===== config.mk =====
export PLATFORM = sky130hd
export DESIGN_NAME = boardman_wb_intercon
export DESIGN_NICKNAME = d
export VERILOG_FILES = /design/src/rtl/boardman_wb_pkg.sv /design/src/rtl/boardman_wb_intercon.sv
export SDC_FILE = /design/constraint.sdc
export NUM_CORES = 1
export LEC_CHECK = 0
export ABC_AREA = 0
export CAP_MARGIN = 0
export CORE_MARGIN = 1
export CORE_UTILIZATION = 27
export DETAILED_ROUTE_END_ITERATION = 8
export PLACE_DENSITY = 0.66
export SYNTH_ARGS = -nofsm -noshare
export SYNTH_HDL_FRONTEND = slang
export SYNTH_SLANG_ARGS = --single-unit

===== constraint.sdc =====
create_clock -name wb_clk_i -period 2.3 [get_ports wb_clk_i]
set_input_delay 0.23 -clock wb_clk_i [delete_from_list [all_inputs] [get_ports wb_clk_i]]
set_output_delay 0.23 -clock wb_clk_i [all_outputs]
set_load 0.005 [all_outputs]

===== src/rtl/boardman_wb_pkg.sv =====
// Shared types for the board-manager WISHBONE interconnect:
// FSM states, response kinds and the default error read data.
package boardman_wb_pkg;

  typedef enum logic [1:0] {
    ST_IDLE    = 2'd0,
    ST_ACCESS  = 2'd1,
    ST_RESPOND = 2'd2,
    ST_RELEASE = 2'd3
  } state_e;

  typedef enum logic [1:0] {
    RSP_ACK = 2'd0,
    RSP_ERR = 2'd1,
    RSP_RTY = 2'd2
  } rsp_e;

  localparam logic [31:0] BAD_DATA_DEFAULT = 32'hBADADD00;

endpackage


===== src/rtl/boardman_wb_intercon.sv =====
// Single-master WISHBONE interconnect behind the board-manager serial bridge.
// Registered address decode to NSLAVE ports, bus timeout and error termination.
module boardman_wb_intercon
  import boardman_wb_pkg::*;
#(
  parameter int                        ADDR_WIDTH     = 22,
  parameter int                        DATA_WIDTH     = 32,
  parameter int                        SEL_BITS       = 2,
  parameter logic [(2**SEL_BITS)-1:0]  SLAVE_PRESENT  = '1,
  parameter int                        TIMEOUT_CYCLES = 1024,
  parameter logic [DATA_WIDTH-1:0]     BAD_DATA       = BAD_DATA_DEFAULT
) (
  input  logic                                  wb_clk_i,
  input  logic                                  wb_rst_i,
  input  logic                                  wb_cyc_i,
  input  logic                                  wb_stb_i,
  input  logic                                  wb_we_i,
  input  logic [ADDR_WIDTH-1:0]                 wb_adr_i,
  input  logic [DATA_WIDTH-1:0]                 wb_dat_i,
  input  logic [DATA_WIDTH/8-1:0]               wb_sel_i,
  output logic [DATA_WIDTH-1:0]                 wb_dat_o,
  output logic                                  wb_ack_o,
  output logic                                  wb_err_o,
  output logic                                  wb_rty_o,
  output logic [(2**SEL_BITS)-1:0]              s_cyc_o,
  output logic [(2**SEL_BITS)-1:0]              s_stb_o,
  output logic                                  s_we_o,
  output logic [ADDR_WIDTH-1:0]                 s_adr_o,
  output logic [DATA_WIDTH-1:0]                 s_dat_o,
  output logic [DATA_WIDTH/8-1:0]               s_sel_o,
  input  logic [(2**SEL_BITS)*DATA_WIDTH-1:0]   s_dat_i,
  input  logic [(2**SEL_BITS)-1:0]              s_ack_i,
  input  logic [(2**SEL_BITS)-1:0]              s_err_i,
  input  logic [(2**SEL_BITS)-1:0]              s_rty_i,
  output logic [7:0]                            timeout_count_o
);

  localparam int NSLAVE = 2**SEL_BITS;
  localparam int TW     = $clog2(TIMEOUT_CYCLES);
  localparam logic [TW-1:0] TIMER_TOP = TW'(TIMEOUT_CYCLES - 1);

  state_e                  state_q, state_d;
  logic [TW-1:0]           timer_q, timer_d;
  logic [SEL_BITS-1:0]     idx_q, idx_d;
  logic [NSLAVE-1:0]       s_cyc_q, s_cyc_d;
  logic                    s_we_q, s_we_d;
  logic [ADDR_WIDTH-1:0]   s_adr_q, s_adr_d;
  logic [DATA_WIDTH-1:0]   s_dat_q, s_dat_d;
  logic [DATA_WIDTH/8-1:0] s_sel_q, s_sel_d;
  logic [DATA_WIDTH-1:0]   dat_o_q, dat_o_d;
  logic                    ack_q, ack_d, err_q, err_d, rty_q, rty_d;
  logic [7:0]              tcnt_q, tcnt_d;

  logic [SEL_BITS-1:0]     req_idx_s;
  logic                    req_s;
  logic                    rsp_valid_s;
  rsp_e                    rsp_s;
  logic [DATA_WIDTH-1:0]   rsp_data_s;
  logic                    timed_out_s;

  assign req_idx_s = wb_adr_i[ADDR_WIDTH-1 -: SEL_BITS];
  assign req_s     = wb_cyc_i & wb_stb_i;

  always_comb begin
    state_d     = state_q;
    timer_d     = timer_q;
    idx_d       = idx_q;
    s_cyc_d     = s_cyc_q;
    s_we_d      = s_we_q;
    s_adr_d     = s_adr_q;
    s_dat_d     = s_dat_q;
    s_sel_d     = s_sel_q;
    dat_o_d     = dat_o_q;
    tcnt_d      = tcnt_q;
    rsp_valid_s = 1'b0;
    rsp_s       = RSP_ACK;
    rsp_data_s  = s_dat_i[int'(idx_q)*DATA_WIDTH +: DATA_WIDTH];
    timed_out_s = 1'b0;

    case (state_q)
      ST_IDLE: begin
        if (req_s) begin
          s_we_d  = wb_we_i;
          s_adr_d = wb_adr_i;
          s_dat_d = wb_dat_i;
          s_sel_d = wb_sel_i;
          idx_d   = req_idx_s;
          timer_d = '0;
          if (SLAVE_PRESENT[req_idx_s]) begin
            s_cyc_d = NSLAVE'(1) << req_idx_s;
            state_d = ST_ACCESS;
          end else begin
            rsp_valid_s = 1'b1;
            rsp_s       = RSP_ERR;
            rsp_data_s  = BAD_DATA;
          end
        end else begin
          s_cyc_d = '0;
        end
      end
      ST_ACCESS: begin
        // Master abort wins over any termination arriving in the same cycle.
        if (!req_s) begin
          s_cyc_d = '0;
          state_d = ST_IDLE;
        end else if (s_err_i[idx_q]) begin
          rsp_valid_s = 1'b1;
          rsp_s       = RSP_ERR;
          rsp_data_s  = BAD_DATA;
        end else if (s_rty_i[idx_q]) begin
          rsp_valid_s = 1'b1;
          rsp_s       = RSP_RTY;
          rsp_data_s  = BAD_DATA;
        end else if (s_ack_i[idx_q]) begin
          rsp_valid_s = 1'b1;
          rsp_s       = RSP_ACK;
        end else if (timer_q == TIMER_TOP) begin
          rsp_valid_s = 1'b1;
          rsp_s       = RSP_ERR;
          rsp_data_s  = BAD_DATA;
          timed_out_s = 1'b1;
        end else begin
          timer_d = timer_q + TW'(1);
        end
      end
      ST_RESPOND: begin
        state_d = ST_RELEASE;
      end
      ST_RELEASE: begin
        if (!wb_stb_i) begin
          state_d = ST_IDLE;
        end else begin
          state_d = ST_RELEASE;
        end
      end
      default: begin
        s_cyc_d = '0;
        state_d = ST_IDLE;
      end
    endcase

    if (rsp_valid_s) begin
      state_d = ST_RESPOND;
      s_cyc_d = '0;
      dat_o_d = rsp_data_s;
    end else begin
      dat_o_d = dat_o_q;
    end
    ack_d = rsp_valid_s && (rsp_s == RSP_ACK);
    err_d = rsp_valid_s && (rsp_s == RSP_ERR);
    rty_d = rsp_valid_s && (rsp_s == RSP_RTY);

    if (timed_out_s && (tcnt_q != 8'hFF)) begin
      tcnt_d = tcnt_q + 8'd1;
    end else begin
      tcnt_d = tcnt_q;
    end
  end

  always_ff @(posedge wb_clk_i) begin
    if (wb_rst_i) begin
      state_q <= ST_IDLE;
      timer_q <= '0;
      idx_q   <= '0;
      s_cyc_q <= '0;
      s_we_q  <= 1'b0;
      s_adr_q <= '0;
      s_dat_q <= '0;
      s_sel_q <= '0;
      dat_o_q <= '0;
      ack_q   <= 1'b0;
      err_q   <= 1'b0;
      rty_q   <= 1'b0;
      tcnt_q  <= 8'd0;
    end else begin
      state_q <= state_d;
      timer_q <= timer_d;
      idx_q   <= idx_d;
      s_cyc_q <= s_cyc_d;
      s_we_q  <= s_we_d;
      s_adr_q <= s_adr_d;
      s_dat_q <= s_dat_d;
      s_sel_q <= s_sel_d;
      dat_o_q <= dat_o_d;
      ack_q   <= ack_d;
      err_q   <= err_d;
      rty_q   <= rty_d;
      tcnt_q  <= tcnt_d;
    end
  end

  assign wb_dat_o        = dat_o_q;
  assign wb_ack_o        = ack_q;
  assign wb_err_o        = err_q;
  assign wb_rty_o        = rty_q;
  assign s_cyc_o         = s_cyc_q;
  assign s_stb_o         = s_cyc_q;
  assign s_we_o          = s_we_q;
  assign s_adr_o         = s_adr_q;
  assign s_dat_o         = s_dat_q;
  assign s_sel_o         = s_sel_q;
  assign timeout_count_o = tcnt_q;

endmodule


==> results of run 1 <==
-- cells in the mapped netlist --
library cell and instances:
xor2_1 3, nor4b_1 2, nor4_1 5, dfxtp_1 118, nand4b_1 1, clkbuf_1 30
o21bai_1 1, xnor2_1 8, nor2_1 53, nand2b_1 4, or4_1 1, buf_2 1
o31ai_1 1, buf_6 2, a32oi_1 1, buf_1 5, nand3b_1 1, nand4_1 7
a22oi_1 1, ha_1 2, a21oi_2 1, mux2i_1 1, and4_1 2, buf_4 4
and2_1 1, or3_4 2, a22o_1 16, inv_1 2, a311o_1 1, a21oi_1 68
o21ai_0 5, nand2_1 124, or3_1 5, nand3_1 10, nor2_2 1, mux4_2 35
a2bb2oi_1 1, o21a_1 1, nor3_1 24
-- how the worst min path moves through the flow --
stage / from / to / slack (ps) / depth (start not counted)
3_5_place_dp: s_dat_o[6] / s_dat_o[6] / 450 / 2
2_1_floorplan: wb_adr_i[0] / s_adr_o[0] / 370 / 2
3_3_place_gp: s_adr_o[17] / s_adr_o[17] / 440 / 2
6_report: wb_rst_i / timeout_count_o[1] / 290 / 2
5_1_grt: wb_rst_i / timeout_count_o[1] / 290 / 2
4_1_cts: wb_rst_i / timeout_count_o[1] / 280 / 2
-- cell families (layout without fill, tap and decap cells) --
family | after synthesis | count (layout)
simple gates | 243 | 243
flops | 118 | 118
compound gates | 97 | 97
buf+inv | 44 | 369
mux | 36 | 36
xor+xnor | 11 | 11
fa+ha+maj | 2 | 2
-- metal layers --
layer	global-route usage	wire, µm	share of wire	vias up
met3	0.05403	1103	0.064	28
met5	0	0	0	-
met2	0.3028	8418	0.49	198
li1	-	-	-	2565
met4	0.08733	507	0.030	0
met1	0.2096	7142	0.42	2393
-- cell type report --
class | count | area [µm²]
multi-input cells | 389 | 2594
clock inverters | 9 | 78.83
fillers | 1736 | 9095
clock buffers | 21 | 470.5
well taps | 229 | 286.5
inverters | 2 | 7.507
flip-flops and latches | 118 | 2367
repair buffers | 337 | 3371
-- timing repair --
action,in CTS,in global routing
setup buffers,0,0
setup endpoints to repair,3,6
resized for setup,1,5
pin swaps,0,1
-- per-stage QoR --
step           cell area (µm²)  utilization  power (mW)  hold slack, ps
6_report                  9175       0.5022       5.427           286.0
5_1_grt                   9175       0.5022       5.668           294.7
4_1_cts                   9153       0.5010       5.512           279.1
3_5_place_dp              8601       0.4708       3.020           445.7
3_3_place_gp              8601       0.4708       3.011           440.7
2_1_floorplan             5119            -       2.463           366.0
-- power breakdown --
group	switching (mW)	internal, mW
Combinational	0.275	0.558
Sequential	0.0316	2.11
Clock	0.909	1.55
Total	1.21	4.21
-- worst max-delay path: cells and delay by family (launching register included) --
family / cells / cell delay [ps]
mux: 1 / 540
simple gates: 3 / 1150
compound gates: 1 / 110
flops: 1 / 400
-- sequential cells by signal, indices dropped and copies added, names as in the netlist --
name             cells
s_dat_o             32
s_cyc_o              4
s_sel_o              4
idx_q                2
wb_err_o             1
state_q              2
timer_q             10
wb_rty_o             1
wb_ack_o             1
timeout_count_o      8
s_we_o               1
s_adr_o             20
wb_dat_o            32
-- cell usage in the layout, fill, tap and decap left out, types with 2 or more instances in the layout --
cell	synthesis	layout
a21oi_1	68	68
clkinv_2	0	5
buf_12	0	5
nor2_4	0	2
nand3_1	10	9
xnor2_1	8	8
a22o_1	16	16
inv_1	2	2
nand2b_1	4	3
xor2_1	3	3
clkbuf_16	0	17
or3_1	5	4
clkdlybuf4s50_1	0	311
clkinvlp_4	0	2
buf_4	4	21
nand4_1	7	7
or3_4	2	3
nand2_1	124	124
and4_1	2	2
clkbuf_8	0	3
mux4_2	35	35
nor3_1	24	23
nor4_1	5	4
ha_1	2	2
nor2_1	53	52
dfxtp_1	118	116
o21ai_0	5	4
==> qor.txt, run 1 <==
outcome -> finished, final reports clean
area delta synth->final -> 79.55%
Die ar. -> 0.01948 mm²
Core ar. -> 0.01827 mm²
antenna cells -> 0
Max Cap Viol -> 0
post-synth cell types -> 39
CTS Hold Buffers Added -> 0
CP most frequent cell -> or3_4
pin count of the biggest net entering global routing -> 60
Critical Path End -> timer_q[0]
Area contributors post-synth -> dfxtp_1 (46%), mux4_2 (15%), nand2_1 (9.1%), a21oi_1 (6.7%), nor2_1 (3.9%)
Layout Nets -> 1070
RSZ-0062 raised after global routing -> true
Fmax -> 0.4400 GHz
Detailed Route Iter0 Violations -> 201
Period Utilization, post-route -> 0.9882
Final setup viols -> 0
Rel. slew slack -> 0.5955
Vias -> 5184
H-tree depth -> 4
post-route setup TNS -> 0 ps
startpoint types -> flip-flop
post-synthesis xor/xnor area fraction -> 0.01885
largest family of logic cells by synthesized area -> simple AND/OR/NAND/NOR gates
CTS tree -> built
drt pass-1 iters -> 4
gr usage total -> 0.1802
R2R Path End -> timer_q[0]
DIE WIDTH -> 139.6 µm
R2R Setup Slk -> 30 ps
Synth Instances -> 551
adder-cell share of the synthesized area -> 0.004897
flops & latches, synth -> 118
CTS max path bufs -> 2
worst slew pin tran -> 606.7 ps
clk sinks -> 118
simple-gate area share of the yosys netlist -> 0.2074
cts bufs inserted -> 17
CP Data Required Time -> 2640 ps
Worst Path Arrival -> 2610 ps
Net Count, Synth -> 756
CP Capture Type -> flip-flop
Placement Setup Slack -> -188.0 ps
setup slack after layout -> 27.15 ps
Congestion Overflow GR -> 0
dpl hpwl -> 13070 µm
row count -> 49
cells along the critical path -> mux4_2 -> or3_4 -> or3_4 -> or3_4 -> a21oi_2
Max stage delay on crit path -> 540 ps
critical path class -> reg -> reg
Cell Count, Final, Fillers Out -> 1105
largest area contributor in the netlist -> dfxtp_1
wire length of the first global-routing pass -> 27280 µm
Max Slew Vio Count -> 0
Synth Area per Inst -> 9.274 µm²
I/O Pins -> 313
share of cells above drive strength 1 -> 0.1176
post-synth top area share -> 0.4623
Tmin final -> 2273 ps
critical path peak fanout -> 5
CP max-delay cell -> mux4_2
worst flop-to-flop path startpoint -> idx_q[0]
antenna violations before repair -> 0
overall routed net length -> 17170 µm
drt via density -> 4.691
initial core utilization -> 0.2797
worst skew pair latency -> 410 ps
WL/cell -> 15.54 µm
number of global-route vias before repair -> 5197
Cell Area, Synth -> 0.005110 mm²
Final GP Congestion -> 0.7833
Critical path origin -> idx_q[0]
Fin. Hold Viols -> 0
CTS root buf -> clkbuf_16
Reg clk slew, reported paths -> 50 ps
Leak -> 3.169 nW
Pwr Density -> 591.5 mW/mm²
post-synthesis mux area share -> 0.1562
Port Buf Inserts -> 312
# DRC -> 0
DIE HEIGHT -> 139.6 µm
Synth Area in Compound Gates -> 0.1119
Hold Crit Class -> in -> reg
Ys Warns -> 0
Routed Antenna Nets -> 0
Clock Skew -> 9.221 ps
placed insts -> 1075
number of cells on the worst reg-to-reg path -> 5
sequential area share after synthesis -> 0.4623
maximum vdd drop -> 0.0004194 V
(Power assumes the default switching activity.)
==> inputs of run 2 (changes only) <==
--- a/config.mk
+++ b/config.mk
@@ -11,6 +11,7 @@
 export CORE_UTILIZATION = 27
 export DETAILED_ROUTE_END_ITERATION = 8
 export PLACE_DENSITY = 0.66
+export SLEW_MARGIN = 20
 export SYNTH_ARGS = -nofsm -noshare
 export SYNTH_HDL_FRONTEND = slang
 export SYNTH_SLANG_ARGS = --single-unit
==> results of run 2 <==
Same layout as run 1: the final DEF is identical, and so are final timing and power.
